## config.mk

```make
export PLATFORM = sky130hd
export DESIGN_NAME = eim_da_sequencer
export DESIGN_NICKNAME = d
export VERILOG_FILES = /design/src/rtl/eim_da_sequencer.sv
export SDC_FILE = /design/constraint.sdc
export NUM_CORES = 1
export LEC_CHECK = 0
export ABC_CLOCK_PERIOD_IN_PS = 5700
export CAP_MARGIN = 20
export CORE_ASPECT_RATIO = 0.75
export CORE_MARGIN = 3
export CORE_UTILIZATION = 54
export CTS_BUF_LIST = sky130_fd_sc_hd__clkbuf_2 sky130_fd_sc_hd__clkbuf_4 sky130_fd_sc_hd__clkbuf_8
export DETAILED_ROUTE_END_ITERATION = 16
export PLACE_DENSITY = 0.85
export SETUP_SLACK_MARGIN = 0.3
export SLEW_MARGIN = 20
export SYNTH_ARGS = -nofsm -noshare
export SYNTH_HDL_FRONTEND = slang
export SYNTH_SLANG_ARGS = --single-unit
```

## constraint.sdc

```tcl
create_clock -name sys_clk -period 5.7 [get_ports sys_clk]
set_input_delay 1.14 -clock sys_clk [delete_from_list [all_inputs] [get_ports sys_clk]]
set_output_delay 1.14 -clock sys_clk [all_outputs]
set_load 0.005 [all_outputs]
```

## src/rtl/eim_da_sequencer.sv

```systemverilog
// rtl/eim_da_sequencer.sv - EIM multiplexed address/data port transaction sequencer
// Oversamples host strobes, issues single-beat system bus requests, drives read data back.
module eim_da_sequencer #(
  parameter int BUS_WIDTH  = 16,
  parameter int ADDR_WIDTH = 16,
  parameter int TIMEOUT    = 255
) (
  input  logic                  sys_clk,
  input  logic                  sys_rst,
  input  logic                  eim_cs_n,
  input  logic                  eim_lba_n,
  input  logic                  eim_wr_n,
  input  logic                  eim_oe_n,
  output logic                  eim_wait_n,
  input  logic [BUS_WIDTH-1:0]  da_ro,
  output logic [BUS_WIDTH-1:0]  da_di,
  output logic                  da_t,
  output logic [ADDR_WIDTH-1:0] sys_addr,
  output logic                  sys_wren,
  output logic                  sys_rden,
  output logic [BUS_WIDTH-1:0]  sys_data_out,
  input  logic [BUS_WIDTH-1:0]  sys_data_in,
  input  logic                  sys_ack,
  output logic                  sys_timeout
);

  localparam int CW = $clog2(TIMEOUT + 1);

  typedef enum logic [2:0] {
    IDLE, ADDR, DIR, WR_REQ, RD_REQ, RD_DRIVE, DONE
  } state_t;

  logic [1:0]            cs_sync_q, lba_sync_q, wr_sync_q, oe_sync_q;
  logic [BUS_WIDTH-1:0]  da_s1_q, da_s2_q;
  logic                  cs, lba, wr, oe;
  logic [BUS_WIDTH-1:0]  da;

  state_t                state_q;
  logic [CW-1:0]         cnt_q, cnt_d;
  logic                  timeout_hit;
  logic [ADDR_WIDTH-1:0] addr_q;
  logic [BUS_WIDTH-1:0]  dout_q, di_q;
  logic                  t_q, wait_q, wren_q, rden_q, to_q;

  // DA data takes the same two-stage path as the strobes so both line up at the FSM.
  always_ff @(posedge sys_clk or posedge sys_rst) begin
    if (sys_rst) begin
      cs_sync_q  <= 2'b11;
      lba_sync_q <= 2'b11;
      wr_sync_q  <= 2'b11;
      oe_sync_q  <= 2'b11;
      da_s1_q    <= '0;
      da_s2_q    <= '0;
    end else begin
      cs_sync_q  <= {cs_sync_q[0], eim_cs_n};
      lba_sync_q <= {lba_sync_q[0], eim_lba_n};
      wr_sync_q  <= {wr_sync_q[0], eim_wr_n};
      oe_sync_q  <= {oe_sync_q[0], eim_oe_n};
      da_s1_q    <= da_ro;
      da_s2_q    <= da_s1_q;
    end
  end

  assign cs  = cs_sync_q[1];
  assign lba = lba_sync_q[1];
  assign wr  = wr_sync_q[1];
  assign oe  = oe_sync_q[1];
  assign da  = da_s2_q;

  always_comb begin
    cnt_d = '0;
    if (state_q == WR_REQ || state_q == RD_REQ) cnt_d = cnt_q + 1'b1;
  end

  assign timeout_hit = (cnt_q == CW'(TIMEOUT - 1));

  always_ff @(posedge sys_clk or posedge sys_rst) begin
    if (sys_rst) begin
      state_q <= IDLE;
      cnt_q   <= '0;
      addr_q  <= '0;
      dout_q  <= '0;
      di_q    <= '0;
      t_q     <= 1'b1;
      wait_q  <= 1'b1;
      wren_q  <= 1'b0;
      rden_q  <= 1'b0;
      to_q    <= 1'b0;
    end else begin
      cnt_q <= cnt_d;
      to_q  <= 1'b0;
      // Driver enabled only while the host still holds cs and oe low in RD_DRIVE.
      t_q   <= !(state_q == RD_DRIVE && !cs && !oe);
      case (state_q)
        IDLE: begin
          if (!cs && !lba) begin
            addr_q  <= da[ADDR_WIDTH-1:0];
            state_q <= ADDR;
          end
        end
        ADDR: begin
          if (cs)       state_q <= IDLE;
          else if (lba) state_q <= DIR;
        end
        DIR: begin
          if (cs) begin
            state_q <= IDLE;
          end else if (!wr) begin
            dout_q  <= da;
            wren_q  <= 1'b1;
            wait_q  <= 1'b0;
            state_q <= WR_REQ;
          end else if (!oe) begin
            rden_q  <= 1'b1;
            wait_q  <= 1'b0;
            state_q <= RD_REQ;
          end
        end
        WR_REQ: begin
          if (sys_ack || timeout_hit) begin
            wren_q  <= 1'b0;
            wait_q  <= 1'b1;
            to_q    <= !sys_ack;
            state_q <= DONE;
          end
        end
        RD_REQ: begin
          // A real ack in the timeout cycle still wins and supplies the data.
          if (sys_ack || timeout_hit) begin
            di_q    <= sys_ack ? sys_data_in : {BUS_WIDTH{1'b1}};
            rden_q  <= 1'b0;
            wait_q  <= 1'b1;
            to_q    <= !sys_ack;
            state_q <= cs ? IDLE : RD_DRIVE;
          end
        end
        RD_DRIVE: begin
          if (cs) state_q <= IDLE;
        end
        DONE: begin
          if (cs) state_q <= IDLE;
        end
        default: state_q <= IDLE;
      endcase
    end
  end

  assign eim_wait_n   = wait_q;
  assign da_di        = di_q;
  assign da_t         = t_q;
  assign sys_addr     = addr_q;
  assign sys_wren     = wren_q;
  assign sys_rden     = rden_q;
  assign sys_data_out = dout_q;
  assign sys_timeout  = to_q;

endmodule

```

### Word level (Yosys, flattened, before mapping)

Cells that the tools add are included.

* equality and inequality tests: 19
* $add $sub $neg: 1
* mux-type cells: 28
* reduce and logical (&&, ||, !) cells: 23
* bitwise operators: 2

Operator list (count)
* 3-bit 2-to-1 mux: 10
* 3-bit case mux with 6 select lines: 1
* 16-bit 2-to-1 mux: 1
* 1-bit 2-to-1 mux: 12
* 2-bit != test, second input constant: 5
* 3-bit equality test, second input constant: 3
* 8-bit by 1-bit adder with 8-bit output, second input constant: 1
* 8-bit equality test, second input constant: 1
* 8-bit 2-to-1 mux: 1
* 2-bit by 1-bit != test with 1-bit output, second input constant: 4
* 4-bit AND reduction: 2
* 3-bit by 2-bit equality test with 1-bit output, second input constant: 2
* 3-bit != test, second input constant: 2
* 1-bit case mux with 2 select lines: 3
* 6-bit AND reduction: 1
* 2-bit nonzero test: 3
* 1-bit logical NOT: 5
* 5-bit AND reduction: 1
* 4-bit != test, second input constant: 1
* 2-bit AND reduction: 2
* 2-bit OR reduction: 2
* 3-bit by 1-bit equality test with 1-bit output, second input constant: 1
* 1-bit logical AND: 3
* 3-bit logical NOT: 1
* 3 further kinds: 5

* bits in registers: 104
* output and inout bits: 53
* input bits: 39
* word-level logic and storage cells: 89

### Longest topological paths before layout

* depth in word-level cells: 4
* depth in mapped cells: 7
* mapped depth without buffers: 7

### Worst setup path after synthesis

No wires, ideal clock.

* path type: input to register
* start point: input port sys_ack
* end point: register state_q[0]
* arrival time: 1794 ps
* stages: 4
* slack: 3811 ps
* cell sequence: a21oi_4 and2_4 o32a_1 o31ai_1

* cells in the longest elaborated chain, start to end: 3
* elaborated cells between the ends (all ways): 4
* classes of those cells: 2 x eq/ne; 2 x reduce/logical

RTL lines
* start: declaration: line 23 `input logic sys_ack,`
* 1-bit logical OR (*): line 120, 129
* 2-bit by 1-bit != test with 1-bit output (no line)
* 6-bit AND reduction (no line) (*)
* end signal: assignment: line 134 `state_q <= cs ? IDLE : RD_DRIVE;`
* end: declaration: line 38 `state_t state_q;`

Every way passes the cells marked *; elsewhere a longest branch is shown, timed or not.
A chain may end at the register's enable or synchronous reset.

### Worst setup path after layout

* start point: register wait_q (netlist: eim_wait_n)
* end point: output port eim_wait_n

RTL lines
* start: declaration: line 43 `logic t_q, wait_q, wren_q, rden_q, to_q;`
* start signal: assignment: line 85 `wait_q <= 1'b1;`
* start signal: assignment: line 111 `wait_q <= 1'b0;`
* start signal: assignment: line 115 `wait_q <= 1'b0;`
* end: declaration: line 14 `output logic eim_wait_n,`

No word-level cell between the ends.

==> run metrics <==
logic depth of the worst setup path including buffers 1; total vias in the final route 2226; Post-Synthesis Cells 239; portion of synthesized cell area occupied by the leading cell type 0.640; wire length of the first global-routing pass 11300 um; layout cell share with drive strength beyond 1 0.218; Setup Slack @ Placement 2960 ps; Routed WL 6640 um; TritonCTS clock tree built; number of hold buffers added after CTS 0; yosys warns 0; flops & latches, synth 104; cell at the slowest stage of the critical path dfstp_2; launching element type of the critical path flip-flop; total negative setup slack 0 ps; number of buffers inserted by post-CTS setup repair 0; Initial Utilization 0.570; count of cell types in the netlist 43; Nets 376; Post-DRT Antenna Nets 0; number of hold-slack violations in the final timing report 0; signal arrival time at the worst endpoint 1400 ps; Die W 101 um; largest stage delay on the critical path 550 ps; mean number of vias per cell 5.29; count of boundary I/O pins 92; placed instance area 4650 um^2; syn avg cell area 15.4 um^2; Achievable Freq 393 MHz; cells taking the most area after synthesis dfrtp_1 64%, mux2_2 9.8%, dfstp_2 7.2%, o22a_1 3.8%, nor2_1 1.6%; CTS root buf clkbuf_8; final HPWL from detailed placement 4670 um; total chip power 2.34 mW; global route overflow 0; count of inserted antenna diode cells 0; met2 routed wirelength 3060 um; Worst-Skew Late Latency 360 ps; final-layout fill cell count 427; most instantiated cells after synthesis 94 x dfrtp_1, 32 x mux2_2, 16 x nor2_1, 16 x o22a_1, 10 x dfstp_2; max-cap violation count 0; signed area change from the synthesized netlist to the final layout 32.1%; origin of the worst min-delay path da_s1_q[6]; Gates resized, CTS repair 0; Syn Nets 280; Util after Layout 0.753; setup repair after global routing missed its margin no; combined area of the multi-input logic cells 997 um^2; leading cell type by number of instances after synthesis dfrtp_1; non-filler instance count after layout 421; setup slack, reg-to-reg 3670 ps; Slew Viols, Final 0; outcome finished clean; number of violations reported at the end of detailed-routing iteration 0 45; clock slew at reported path FFs 90 ps; transition time at the pin with the least slew margin 802 ps; DRC errors left 0; Highest Signal Layer met4; Placeable Area 6440 um^2; hold path depth 0; Critical Path Fanout Max 2; sequential cell area 2620 um^2; largest net degree at the start of global routing 57; total clock sinks 104; worst hold slack across all endpoints 345 ps; worst voltage drop across the vdd grid 0.270 mV; port buffer count 91; category of the critical setup timing path flip-flop to primary output; reported leakage power 2.01 nW; worst min-delay path category flip-flop to flip-flop; initial antenna violation count 0; sequence of cells on the critical path clkdlybuf4s50_1; Worst Path Buf+Inv 1; share of the yosys chip area belonging to registers 0.712; CTS HTree Levels 3; Design Area, Final 4850 um^2; delay-heaviest family, CP flip-flops; number of cells after detailed placement 405; Tcrit/Tclk final 0.446; clk_skew 7.93 ps; first-pass iteration count of the detailed router 4; via count of the first global-routing pass 2334; total setup violations reported at the end of the flow 0; critical path data required time 4560 ps; Met1 Routed Length 3000 um; proportion of register bits with asynchronous set or reset after synthesis 1.00; routed length per placed instance 15.8 um; die boundary height 77.4 um; launch point of the worst reg-to-reg path state_q[0]; sum of met3 wire segment lengths after detailed routing 499 um; clock period minus worst slack 2540 ps; Rows 25; library cell with the largest summed area after synthesis dfrtp_1; netlist area before placement 3670 um^2; global-route total usage across every layer 0.186; hold endpoint da[6]; largest buffer count on any clock path 2; full die area 7840 um^2; power density normalized to cell area 482 nW/um^2; final weighted congestion in routability-driven placement 0.863; predominant post-synthesis flop cell dfrtp_1; Slew headroom 0.465; capturing element type of the critical path primary output; Setup WS post-layout 3160 ps; Worst R2R Path Depth 3; destination of the worst register-to-register timing path sys_addr[12]; number of enable-type register cells in the synthesized netlist 0; clock buffers created by TritonCTS 9
-- metal layers --
metal | track usage | up-vias
met2 | 0.277 | 71
met3 | 0.0728 | 10
met1 | 0.256 | 1110
met4 | 0.0505 | 0
met5 | 0 | -
li1 | - | 1035
-- registers in the layout, summed over array words and instances, names as in the netlist --
register and flops:
cnt_q 8, cs_sync_q 2, da 16, da_di 16, da_s1_q 16, da_t 1, eim_wait_n 1, lba_sync_q 2
oe_sync_q 2, state_q 3, sys_addr 16, sys_data_out 16, sys_rden 1, sys_timeout 1, sys_wren 1, wr_sync_q 2
-- cell families (layout without fill, tap and decap cells) --
family | Yosys count | count (layout) | share of synthesized area
XOR/XNOR | 5 | 5 | 0.0119
adder cells (fa/ha/maj) | 2 | 2 | 0.00681
multiplexers | 32 | 32 | 0.0981
AND/OR/NAND/NOR | 47 | 47 | 0.0684
flip-flops | 104 | 104 | 0.712
AO/OA/AOI/OAI | 37 | 37 | 0.0861
buffers and inverters | 12 | 113 | 0.0170
-- worst reg2reg max path, cell delays in order (launching register included) --
cell,delay [ps]
dfrtp_1,590
nor2_1,220
and3_1,700
mux2_2,420
-- worst max-delay path by stage --
| stage | from | end | slack [ps] |
|---|---|---|---|
| after floorplan | sys_rst | cnt_q[0] | 1840 |
| after global placement | sys_rst | da_di[0] | 2990 |
| after detailed placement | sys_rst | da_di[9] | 2960 |
| after CTS | eim_wait_n | eim_wait_n | 3140 |
| after global routing | eim_wait_n | eim_wait_n | 3100 |
| final | eim_wait_n | eim_wait_n | 3160 |
-- layout by cell type, fill, tap and decap left out, drive strengths merged --
cell type	count
a21boi	1
a21oi	5
a221oi	1
a31oi	1
and2	2
and2b	1
and3	3
and4	1
buf	1
bufinv	1
clkbuf	12
clkdlybuf4s50	91
clkinv	1
clkinvlp	1
dfrtp	94
dfstp	10
ha	2
inv	6
mux2	32
nand2	8
nand2b	3
nand3	3
nor2	18
nor2b	2
nor3	3
nor3b	1
o21ai	6
o22a	17
o22ai	2
o31ai	1
o32a	2
o32ai	1
or3	1
or4	1
xnor2	2
xor2	3
-- area by class of cell --
type / count / area share
clock inverters: 4 / 0.0113
flip-flops and latches: 104 / 0.539
well taps: 81 / 0.0209
multi-input cells: 123 / 0.205
clock buffers: 12 / 0.0302
inverters: 5 / 0.00438
repair buffers: 92 / 0.189
-- report_power, final --
| part | internal, mW | switching (mW) |
|---|---|---|
| logic | 0.535 | 0.259 |
| clock network | 0.220 | 0.230 |
| registers | 0.954 | 0.142 |
| total | 1.71 | 0.632 |
Note: power is estimated with default switching activity, not from simulation.
